[src/rtl/huedeon_pkg.sv]
// Shared constants for the Huedeon gen-2 GPU front-end: register map, vertex
// record layout, FSM encoding and status bit positions.
package huedeon_pkg;

    localparam int unsigned FIX_W   = 32;
    localparam int unsigned COORD_W = 16;
    localparam int unsigned UV_W    = 12;
    localparam int unsigned COLOR_W = 32;
    localparam int unsigned VREC_W  = 3*FIX_W + 56;

    localparam int unsigned REG_RESET      = 0;
    localparam int unsigned REG_CONTROL    = 1;
    localparam int unsigned REG_DRAW       = 2;
    localparam int unsigned REG_VTX0       = 3;
    localparam int unsigned VTX_STRIDE     = 5;
    localparam int unsigned REG_DRAW_OFF   = 18;
    localparam int unsigned REG_DISP_OFF   = 19;

    // Record layout, LSB first: x, y, z, u, v, r, g, b, a (colour is the top 32 bits)
    localparam int unsigned X_OFF = 0;
    localparam int unsigned Y_OFF = FIX_W;
    localparam int unsigned Z_OFF = 2*FIX_W;
    localparam int unsigned U_OFF = 3*FIX_W;
    localparam int unsigned V_OFF = U_OFF + UV_W;
    localparam int unsigned R_OFF = V_OFF + UV_W;
    localparam int unsigned G_OFF = R_OFF + 8;
    localparam int unsigned B_OFF = G_OFF + 8;
    localparam int unsigned A_OFF = B_OFF + 8;

    typedef enum logic [1:0] {
        ST_IDLE  = 2'd0,
        ST_KICK  = 2'd1,
        ST_RUN   = 2'd2,
        ST_DRAIN = 2'd3
    } state_e;

    localparam int unsigned STAT_BUSY     = 0;
    localparam int unsigned STAT_ACTIVE   = 1;
    localparam int unsigned STAT_DONE     = 2;
    localparam int unsigned STAT_PENDING  = 3;
    localparam int unsigned STAT_OVERFLOW = 4;

    // Field 0..4 = X, Y, Z, COLOR {a,r,g,b}, UV {u,v}; u/v keep the low UV_W bits of each half.
    function automatic logic [VREC_W-1:0] vrec_write(input logic [VREC_W-1:0] rec,
                                                     input logic [2:0]        field,
                                                     input logic [31:0]       data);
        logic [VREC_W-1:0] r;
        r = rec;
        case (field)
            3'd0: r[X_OFF +: FIX_W] = FIX_W'(data);
            3'd1: r[Y_OFF +: FIX_W] = FIX_W'(data);
            3'd2: r[Z_OFF +: FIX_W] = FIX_W'(data);
            3'd3: begin
                r[A_OFF +: 8] = data[31:24];
                r[R_OFF +: 8] = data[23:16];
                r[G_OFF +: 8] = data[15:8];
                r[B_OFF +: 8] = data[7:0];
            end
            3'd4: begin
                r[U_OFF +: UV_W] = data[16 +: UV_W];
                r[V_OFF +: UV_W] = data[0 +: UV_W];
            end
            default: ;
        endcase
        return r;
    endfunction

    function automatic logic [VREC_W-1:0] strip_colour(input logic [VREC_W-1:0] rec);
        logic [VREC_W-1:0] r;
        r = rec;
        r[R_OFF +: COLOR_W] = '0;
        return r;
    endfunction

endpackage

[src/rtl/huedeon_pix_clip.sv]
// Framebuffer pixel stage: clips engine pixels to the screen and registers the
// linear address and colour for a one-cycle write.
module huedeon_pix_clip
    import huedeon_pkg::*;
#(
    parameter int unsigned FB_WIDTH  = 320,
    parameter int unsigned FB_HEIGHT = 240,
    parameter int unsigned ADDR_W    = 18
) (
    input  logic                clk_i,
    input  logic                rst_i,
    input  logic [ADDR_W-1:0]   base_i,
    input  logic [COORD_W-1:0]  x_i,
    input  logic [COORD_W-1:0]  y_i,
    input  logic [7:0]          r_i,
    input  logic [7:0]          g_i,
    input  logic [7:0]          b_i,
    input  logic                write_i,
    output logic                wr_en_o,
    output logic [ADDR_W-1:0]   addr_o,
    output logic [7:0]          r_o,
    output logic [7:0]          g_o,
    output logic [7:0]          b_o
);

    localparam int unsigned SUM_W = ADDR_W + COORD_W;

    logic             keep_c;
    logic [SUM_W-1:0] sum_c;

    // Sign bit excludes negatives, so the upper bounds can compare unsigned.
    always_comb begin
        keep_c = write_i && !x_i[COORD_W-1] && !y_i[COORD_W-1]
                 && (x_i < COORD_W'(FB_WIDTH)) && (y_i < COORD_W'(FB_HEIGHT));
        sum_c  = SUM_W'(base_i) + SUM_W'(y_i) * SUM_W'(FB_WIDTH) + SUM_W'(x_i);
    end

    always_ff @(posedge clk_i) begin
        if (rst_i) begin
            wr_en_o <= 1'b0;
            addr_o  <= '0;
            r_o     <= '0;
            g_o     <= '0;
            b_o     <= '0;
        end else begin
            wr_en_o <= keep_c;
            addr_o  <= sum_c[ADDR_W-1:0];
            r_o     <= r_i;
            g_o     <= g_i;
            b_o     <= b_i;
        end
    end

endmodule

[src/rtl/huedeon_gpu_ctrl2.sv]
// Huedeon gen-2 GPU front-end: CPU register decode, staged/pending/active vertex
// banks, draw sequencing for the raster engine, pixel writes and display flips.
module huedeon_gpu_ctrl2
    import huedeon_pkg::*;
#(
    parameter int unsigned FB_WIDTH  = 320,
    parameter int unsigned FB_HEIGHT = 240,
    parameter int unsigned ADDR_W    = 18
) (
    input  logic                   i_clk,
    input  logic                   i_reset_n,
    input  logic                   i_enable,
    input  logic                   i_chip_select,
    input  logic                   i_wr_enable,
    input  logic [31:0]            i_wr_address,
    input  logic [31:0]            i_wr_data,
    input  logic                   i_vsync,
    output logic [31:0]            o_status,
    output logic [ADDR_W-1:0]      o_display_offset,
    output logic                   o_tre_reset,
    output logic                   o_tre_draw,
    output logic [3*VREC_W-1:0]    o_vtx,
    input  logic [COORD_W-1:0]     i_tre_x,
    input  logic [COORD_W-1:0]     i_tre_y,
    input  logic [7:0]             i_tre_r,
    input  logic [7:0]             i_tre_g,
    input  logic [7:0]             i_tre_b,
    input  logic                   i_tre_write,
    input  logic                   i_tre_busy,
    input  logic                   i_tre_done,
    output logic                   o_wr_enable,
    output logic [ADDR_W-1:0]      o_wr_address,
    output logic [7:0]             o_r,
    output logic [7:0]             o_g,
    output logic [7:0]             o_b
);

    state_e                   state_q;
    logic [1:0]               ctrl_q;
    logic [ADDR_W-1:0]        draw_off_q, pend_off_q, active_off_q;
    logic [ADDR_W-1:0]        disp_q, disp_shadow_q;
    logic [2:0][VREC_W-1:0]   stage_q, pend_q, active_q;
    logic                     pending_q, overflow_q, done_q, busy_q;
    logic                     tre_reset_q, tre_draw_q;

    logic                     wr_c, rst_c, commit_c;
    logic                     wr_reset_c, wr_ctrl_c, wr_draw_c, wr_draw_off_c, wr_disp_c;
    logic [2:0][VREC_W-1:0]   commit_bank_c;
    logic [31:0]              status_c;

    assign wr_c          = i_enable & i_chip_select & i_wr_enable;
    assign wr_reset_c    = wr_c && (i_wr_address == 32'(REG_RESET));
    assign wr_ctrl_c     = wr_c && (i_wr_address == 32'(REG_CONTROL));
    assign wr_draw_c     = wr_c && (i_wr_address == 32'(REG_DRAW));
    assign wr_draw_off_c = wr_c && (i_wr_address == 32'(REG_DRAW_OFF));
    assign wr_disp_c     = wr_c && (i_wr_address == 32'(REG_DISP_OFF));
    assign rst_c         = !i_reset_n || (wr_reset_c && i_wr_data[0]);
    assign commit_c      = (state_q == ST_IDLE) && pending_q;

    always_comb begin
        for (int n = 0; n < 3; n++) begin
            commit_bank_c[n] = ctrl_q[0] ? pend_q[n] : strip_colour(pend_q[n]);
        end
    end

    always_comb begin
        status_c                = '0;
        status_c[STAT_BUSY]     = busy_q;
        status_c[STAT_ACTIVE]   = (state_q != ST_IDLE);
        status_c[STAT_DONE]     = done_q;
        status_c[STAT_PENDING]  = pending_q;
        status_c[STAT_OVERFLOW] = overflow_q;
    end

    always_ff @(posedge i_clk) begin
        if (rst_c) begin
            state_q       <= ST_IDLE;
            ctrl_q        <= '0;
            draw_off_q    <= '0;
            pend_off_q    <= '0;
            active_off_q  <= '0;
            disp_q        <= '0;
            disp_shadow_q <= '0;
            stage_q       <= '0;
            pend_q        <= '0;
            active_q      <= '0;
            pending_q     <= 1'b0;
            overflow_q    <= 1'b0;
            done_q        <= 1'b0;
            busy_q        <= 1'b0;
            tre_reset_q   <= 1'b1;
            tre_draw_q    <= 1'b0;
        end else begin
            tre_reset_q <= 1'b0;
            tre_draw_q  <= 1'b0;
            busy_q      <= i_tre_busy;

            if (wr_ctrl_c)     ctrl_q     <= i_wr_data[1:0];
            if (wr_draw_off_c) draw_off_q <= i_wr_data[ADDR_W-1:0];

            // In flip mode vsync publishes the shadow as it stood before this edge.
            if (wr_disp_c) begin
                disp_shadow_q <= i_wr_data[ADDR_W-1:0];
                if (!ctrl_q[1]) disp_q <= i_wr_data[ADDR_W-1:0];
            end
            if (ctrl_q[1] && i_vsync) disp_q <= disp_shadow_q;

            for (int v = 0; v < 3; v++) begin
                for (int f = 0; f < 5; f++) begin
                    if (wr_c && (i_wr_address == 32'(REG_VTX0 + v*VTX_STRIDE + f)))
                        stage_q[v] <= vrec_write(stage_q[v], 3'(f), i_wr_data);
                end
            end

            if (wr_draw_c || wr_reset_c) done_q <= 1'b0;

            case (state_q)
                ST_IDLE: begin
                    if (pending_q) begin
                        active_q     <= commit_bank_c;
                        active_off_q <= pend_off_q;
                        pending_q    <= 1'b0;
                        tre_draw_q   <= 1'b1;
                        state_q      <= ST_KICK;
                    end
                end
                ST_KICK:  state_q <= ST_RUN;
                ST_RUN:   if (i_tre_done) state_q <= ST_DRAIN;
                ST_DRAIN: begin
                    done_q  <= 1'b1;
                    state_q <= ST_IDLE;
                end
                default:  state_q <= ST_IDLE;
            endcase

            // A DRAW landing on the commit edge refills the slot being vacated.
            if (wr_draw_c) begin
                if (!pending_q || commit_c) begin
                    pend_q     <= stage_q;
                    pend_off_q <= draw_off_q;
                    pending_q  <= 1'b1;
                end else begin
                    overflow_q <= 1'b1;
                end
            end
        end
    end

    assign o_status         = status_c;
    assign o_display_offset = disp_q;
    assign o_tre_reset      = tre_reset_q;
    assign o_tre_draw       = tre_draw_q;
    assign o_vtx            = active_q;

    huedeon_pix_clip #(
        .FB_WIDTH  (FB_WIDTH),
        .FB_HEIGHT (FB_HEIGHT),
        .ADDR_W    (ADDR_W)
    ) u_pix_clip (
        .clk_i   (i_clk),
        .rst_i   (rst_c),
        .base_i  (active_off_q),
        .x_i     (i_tre_x),
        .y_i     (i_tre_y),
        .r_i     (i_tre_r),
        .g_i     (i_tre_g),
        .b_i     (i_tre_b),
        .write_i (i_tre_write),
        .wr_en_o (o_wr_enable),
        .addr_o  (o_wr_address),
        .r_o     (o_r),
        .g_o     (o_g),
        .b_o     (o_b)
    );

endmodule

[config.mk]
export PLATFORM = sky130hd
export DESIGN_NAME = huedeon_gpu_ctrl2
export DESIGN_NICKNAME = d
export VERILOG_FILES = /design/src/rtl/huedeon_pkg.sv /design/src/rtl/huedeon_pix_clip.sv /design/src/rtl/huedeon_gpu_ctrl2.sv
export SDC_FILE = /design/constraint.sdc
export NUM_CORES = 2
export LEC_CHECK = 0
export ABC_AREA = 1
export CAP_MARGIN = 0
export CORE_UTILIZATION = 25
export DETAILED_ROUTE_END_ITERATION = 6
export GPL_ROUTABILITY_DRIVEN = 0
export SYNTH_ARGS = -nofsm -noshare
export SYNTH_HDL_FRONTEND = slang
export SYNTH_SLANG_ARGS = --single-unit
[constraint.sdc]
create_clock -name i_clk -period 3.75 [get_ports i_clk]
set_input_delay 0.375 -clock i_clk [delete_from_list [all_inputs] [get_ports i_clk]]
set_output_delay 0.375 -clock i_clk [all_outputs]
set_load 0.02 [all_outputs]
==> reports/results.tsv <==
metric	value	unit
status	finished, final reports clean	
cts_sinks	1511	
fmaxAchievable	300	MHz
hp-start	i_tre_g[0]	
postCtsHoldBufs	2	
clock_path_buffers	3	
cts_setup_buffers	0	
synth_top_family_by_area	simple AND/OR/NAND/NOR gates	
cp-start-kind	input pin	
yosysWarnings	0	
p_per_area	482	nW/um2
synthMuxAreaShare	0.354	%
die_w	480	um
ys_dominant_reg_cell	dfxtp_1	
mostFrequentLayoutCells	1966 x nand2_1, 1510 x dfxtp_1, 1419 x a21oi_1, 620 x clkdlybuf4s50_1, 530 x nand3_1	
comb_power_share	5.2	%
avgSynthCellArea	7.93	um2
relSlewSlack	10.3	%
clkTransAtPathRegs	60	ps
p_sw_share	23.8	%
dpl.hpwl	136000	um
arrival	4070	ps
cap_violations	0	
power.total	34.6	mW
drv_slew	0	
syn_area	57200	um2
start_util	25.1	%
power_leakage	23.3	nW
synth_edf_count	0	
vias	52207	
grt_pass1_vias	48437	
antenna_found_initial	34	
switchingPower	8.23	mW
num_io_pins	680	
p_seq_share	46.6	%
cp_max_fo	4	
clk_latency	810	ps
r2r_cells	8	
design_area	71800	um2
utilization	31.6	%
place_area	66200	um2
grt-ovfl-total	0	
synth.distinct_cells	39	
synth-adder-area-share	1.36	%
route.final.wire_length	212000	um
area_growth	25.6	%
irDropWorstVdd	0.420	mV
cts_tree	yes	
die_y	480	um
synthArstFlopShare	0	%
drtPass1Iterations	6	
synthXorXnorAreaFrac	0.184	%
num_rows	175	
grt_max_degree	194	
wire_per_inst	19.8	um
final.min_clock_period	3330	ps
holdPathStages	3	
drc_errors	0	
r2r_start	state_q[0]$_SDFFE_PP0P_	
crit_required	4490	ps
rr_endpoint	pend_q[298]$_SDFFE_PP0P_	
finalClockSkew	45.4	ps
rsz0062_at_grt	false	
hold_end	u_pix_clip.g_o[0]$_SDFF_PP0_	
finalCritPeriodShare	88.8	%
htree_levels	4	
viasPerCell	4.89	
p_clk_share	48.2	%
final_common_cell	nand2_1	
finalHoldViolCount	0	
nNetsFinal	7718	
fillers	23640	
timing.final.ws_setup	420	ps
min_path_type	input pin to flop	
ys_seq_area_share	52.9	%
end_kind	flop	
ant_nets	0	
final-setup-viol-count	0	
die-area	231000	um2
worst_pin_slew	1350	ps
core	227000	um2
synth_compound_area_share	12.6	%
io_buffers	652	
track_usage	17.6	%
r2r_slack	1300	ps
drive_gt1_share	7.09	%
place_ws	-332	ps
cts_root_buf	clkbuf_16	
synth_seq_cells	1511	
synthCells	7213	
cts_buffers	160	
grt_pass1_wl	312000	um
synth_simple_gate_area_share	25.7	%
internal-power	26.4	mW
drt_iter0_drc	5575	
postCtsResizedCells	0	
critPathKind	input pin to flop	
[power by group through the flow]
stage	Sequential, mW	Clock, mW	Combinational, mW
after detailed placement	16.5	0	1.78
after global placement	16.5	0	1.77
after floorplan	16.6	0	0.892
after global routing	16.1	17.7	1.92
final	16.1	16.7	1.80
after CTS	16.1	17.0	1.79
[cell families (layout without fill, tap and decap cells)]
group | after synthesis | in the layout
muxes | 18 | 18
other | 1 | 42
DFF | 1511 | 1511
adders and majority gates | 55 | 55
and+or+nand+nor | 3333 | 3333
xor gates and xnor gates | 12 | 12
buffers and inverters | 850 | 1274
AOI/OAI and AO/OA | 1433 | 1433
[cell usage after synthesis (10+ instances only)]
library cell / number / share of area (%)
nand4_1: 481 / 5.3
nor3_1: 39 / 0.34
mux2_2: 18 / 0.35
clkbuf_1: 397 / 2.6
nor2_1: 246 / 1.6
a21oi_1: 1419 / 12
ha_1: 43 / 0.94
buf_4: 124 / 1.6
nor2_2: 10 / 0.11
buf_6: 19 / 0.37
buf_1: 22 / 0.14
buf_2: 147 / 1.3
nand3b_1: 34 / 0.45
inv_1: 132 / 0.87
nand3_1: 530 / 4.6
nand2_1: 1971 / 13
fa_1: 12 / 0.42
dfxtp_1: 1511 / 53
[critical path, stage by stage]
cell and delay [ps]:
clkdlybuf4s50_1 450, ha_1 320, ha_1 180, inv_1 60
fa_1 390, inv_1 80, nand2_1 70, a21oi_1 190
buf_4 140, xor2_1 170, fa_1 430, inv_1 80
ha_1 270, a21oi_1 220, o21ai_0 120, a21oi_1 140
nand2_1 110, nand2_1 70, nand2_1 50, nor2_1 140
[cell type report]
class | instances | area, um2 | area share (%)
antenna | 15 | 37.5 | 0.0523
clock buffer | 226 | 4630 | 6.45
clock inverter | 65 | 940 | 1.31
inverter | 139 | 537 | 0.747
multi-input combinational | 4878 | 23200 | 32.2
sequential | 1511 | 30300 | 42.1
tap | 3009 | 3760 | 5.24
timing repair buffer | 844 | 8500 | 11.8
[per-layer routing]
layer  share of wire, %  wire length [um]  global-route usage [%]
met1                 46             96600                    24.4
met2                 43             92200                    26.5
met3                7.3             15400                    3.71
met4                3.7              7830                    6.90
met5             0.0080                17                       0
[per-stage QoR]
stage / hold slack [ps] / setup TNS [ps] / instances
2_1_floorplan: 438 / 0 / 7239
3_3_place_gp: 449 / -1230 / 10379
3_5_place_dp: 452 / -1150 / 10379
4_1_cts: 19.6 / 0 / 10672
5_1_grt: 54.7 / 0 / 10677
6_report: 92.6 / 0 / 10687
[worst max-delay path by stage]
stage	startpoint	to	slack, ps	cells after the start
6_report	i_tre_y[1]	u_pix_clip.addr_o[14]$_SDFF_PP0_	420	20
5_1_grt	i_tre_y[3]	u_pix_clip.addr_o[17]$_SDFF_PP0_	170	20
4_1_cts	i_tre_y[1]	u_pix_clip.addr_o[14]$_SDFF_PP0_	550	20
3_5_place_dp	i_tre_y[1]	u_pix_clip.addr_o[14]$_SDFF_PP0_	-330	20
3_3_place_gp	i_tre_y[1]	u_pix_clip.addr_o[17]$_SDFF_PP0_	-340	21
2_1_floorplan	i_tre_y[1]	u_pix_clip.addr_o[17]$_SDFF_PP0_	460	20
[registers in the layout, indices dropped and copies added (netlist names), 2 cells and up]
name               count
pend_q               456
disp_shadow_q         18
ctrl_q                 2
o_vtx                456
u_pix_clip.addr_o     18
draw_off_q            18
u_pix_clip.g_o         8
u_pix_clip.b_o         8
pend_off_q            18
active_off_q          18
u_pix_clip.r_o         8
o_display_offset      18
stage_q              456
state_q                2
No activity file was read; power rests on OpenSTA's default activity.
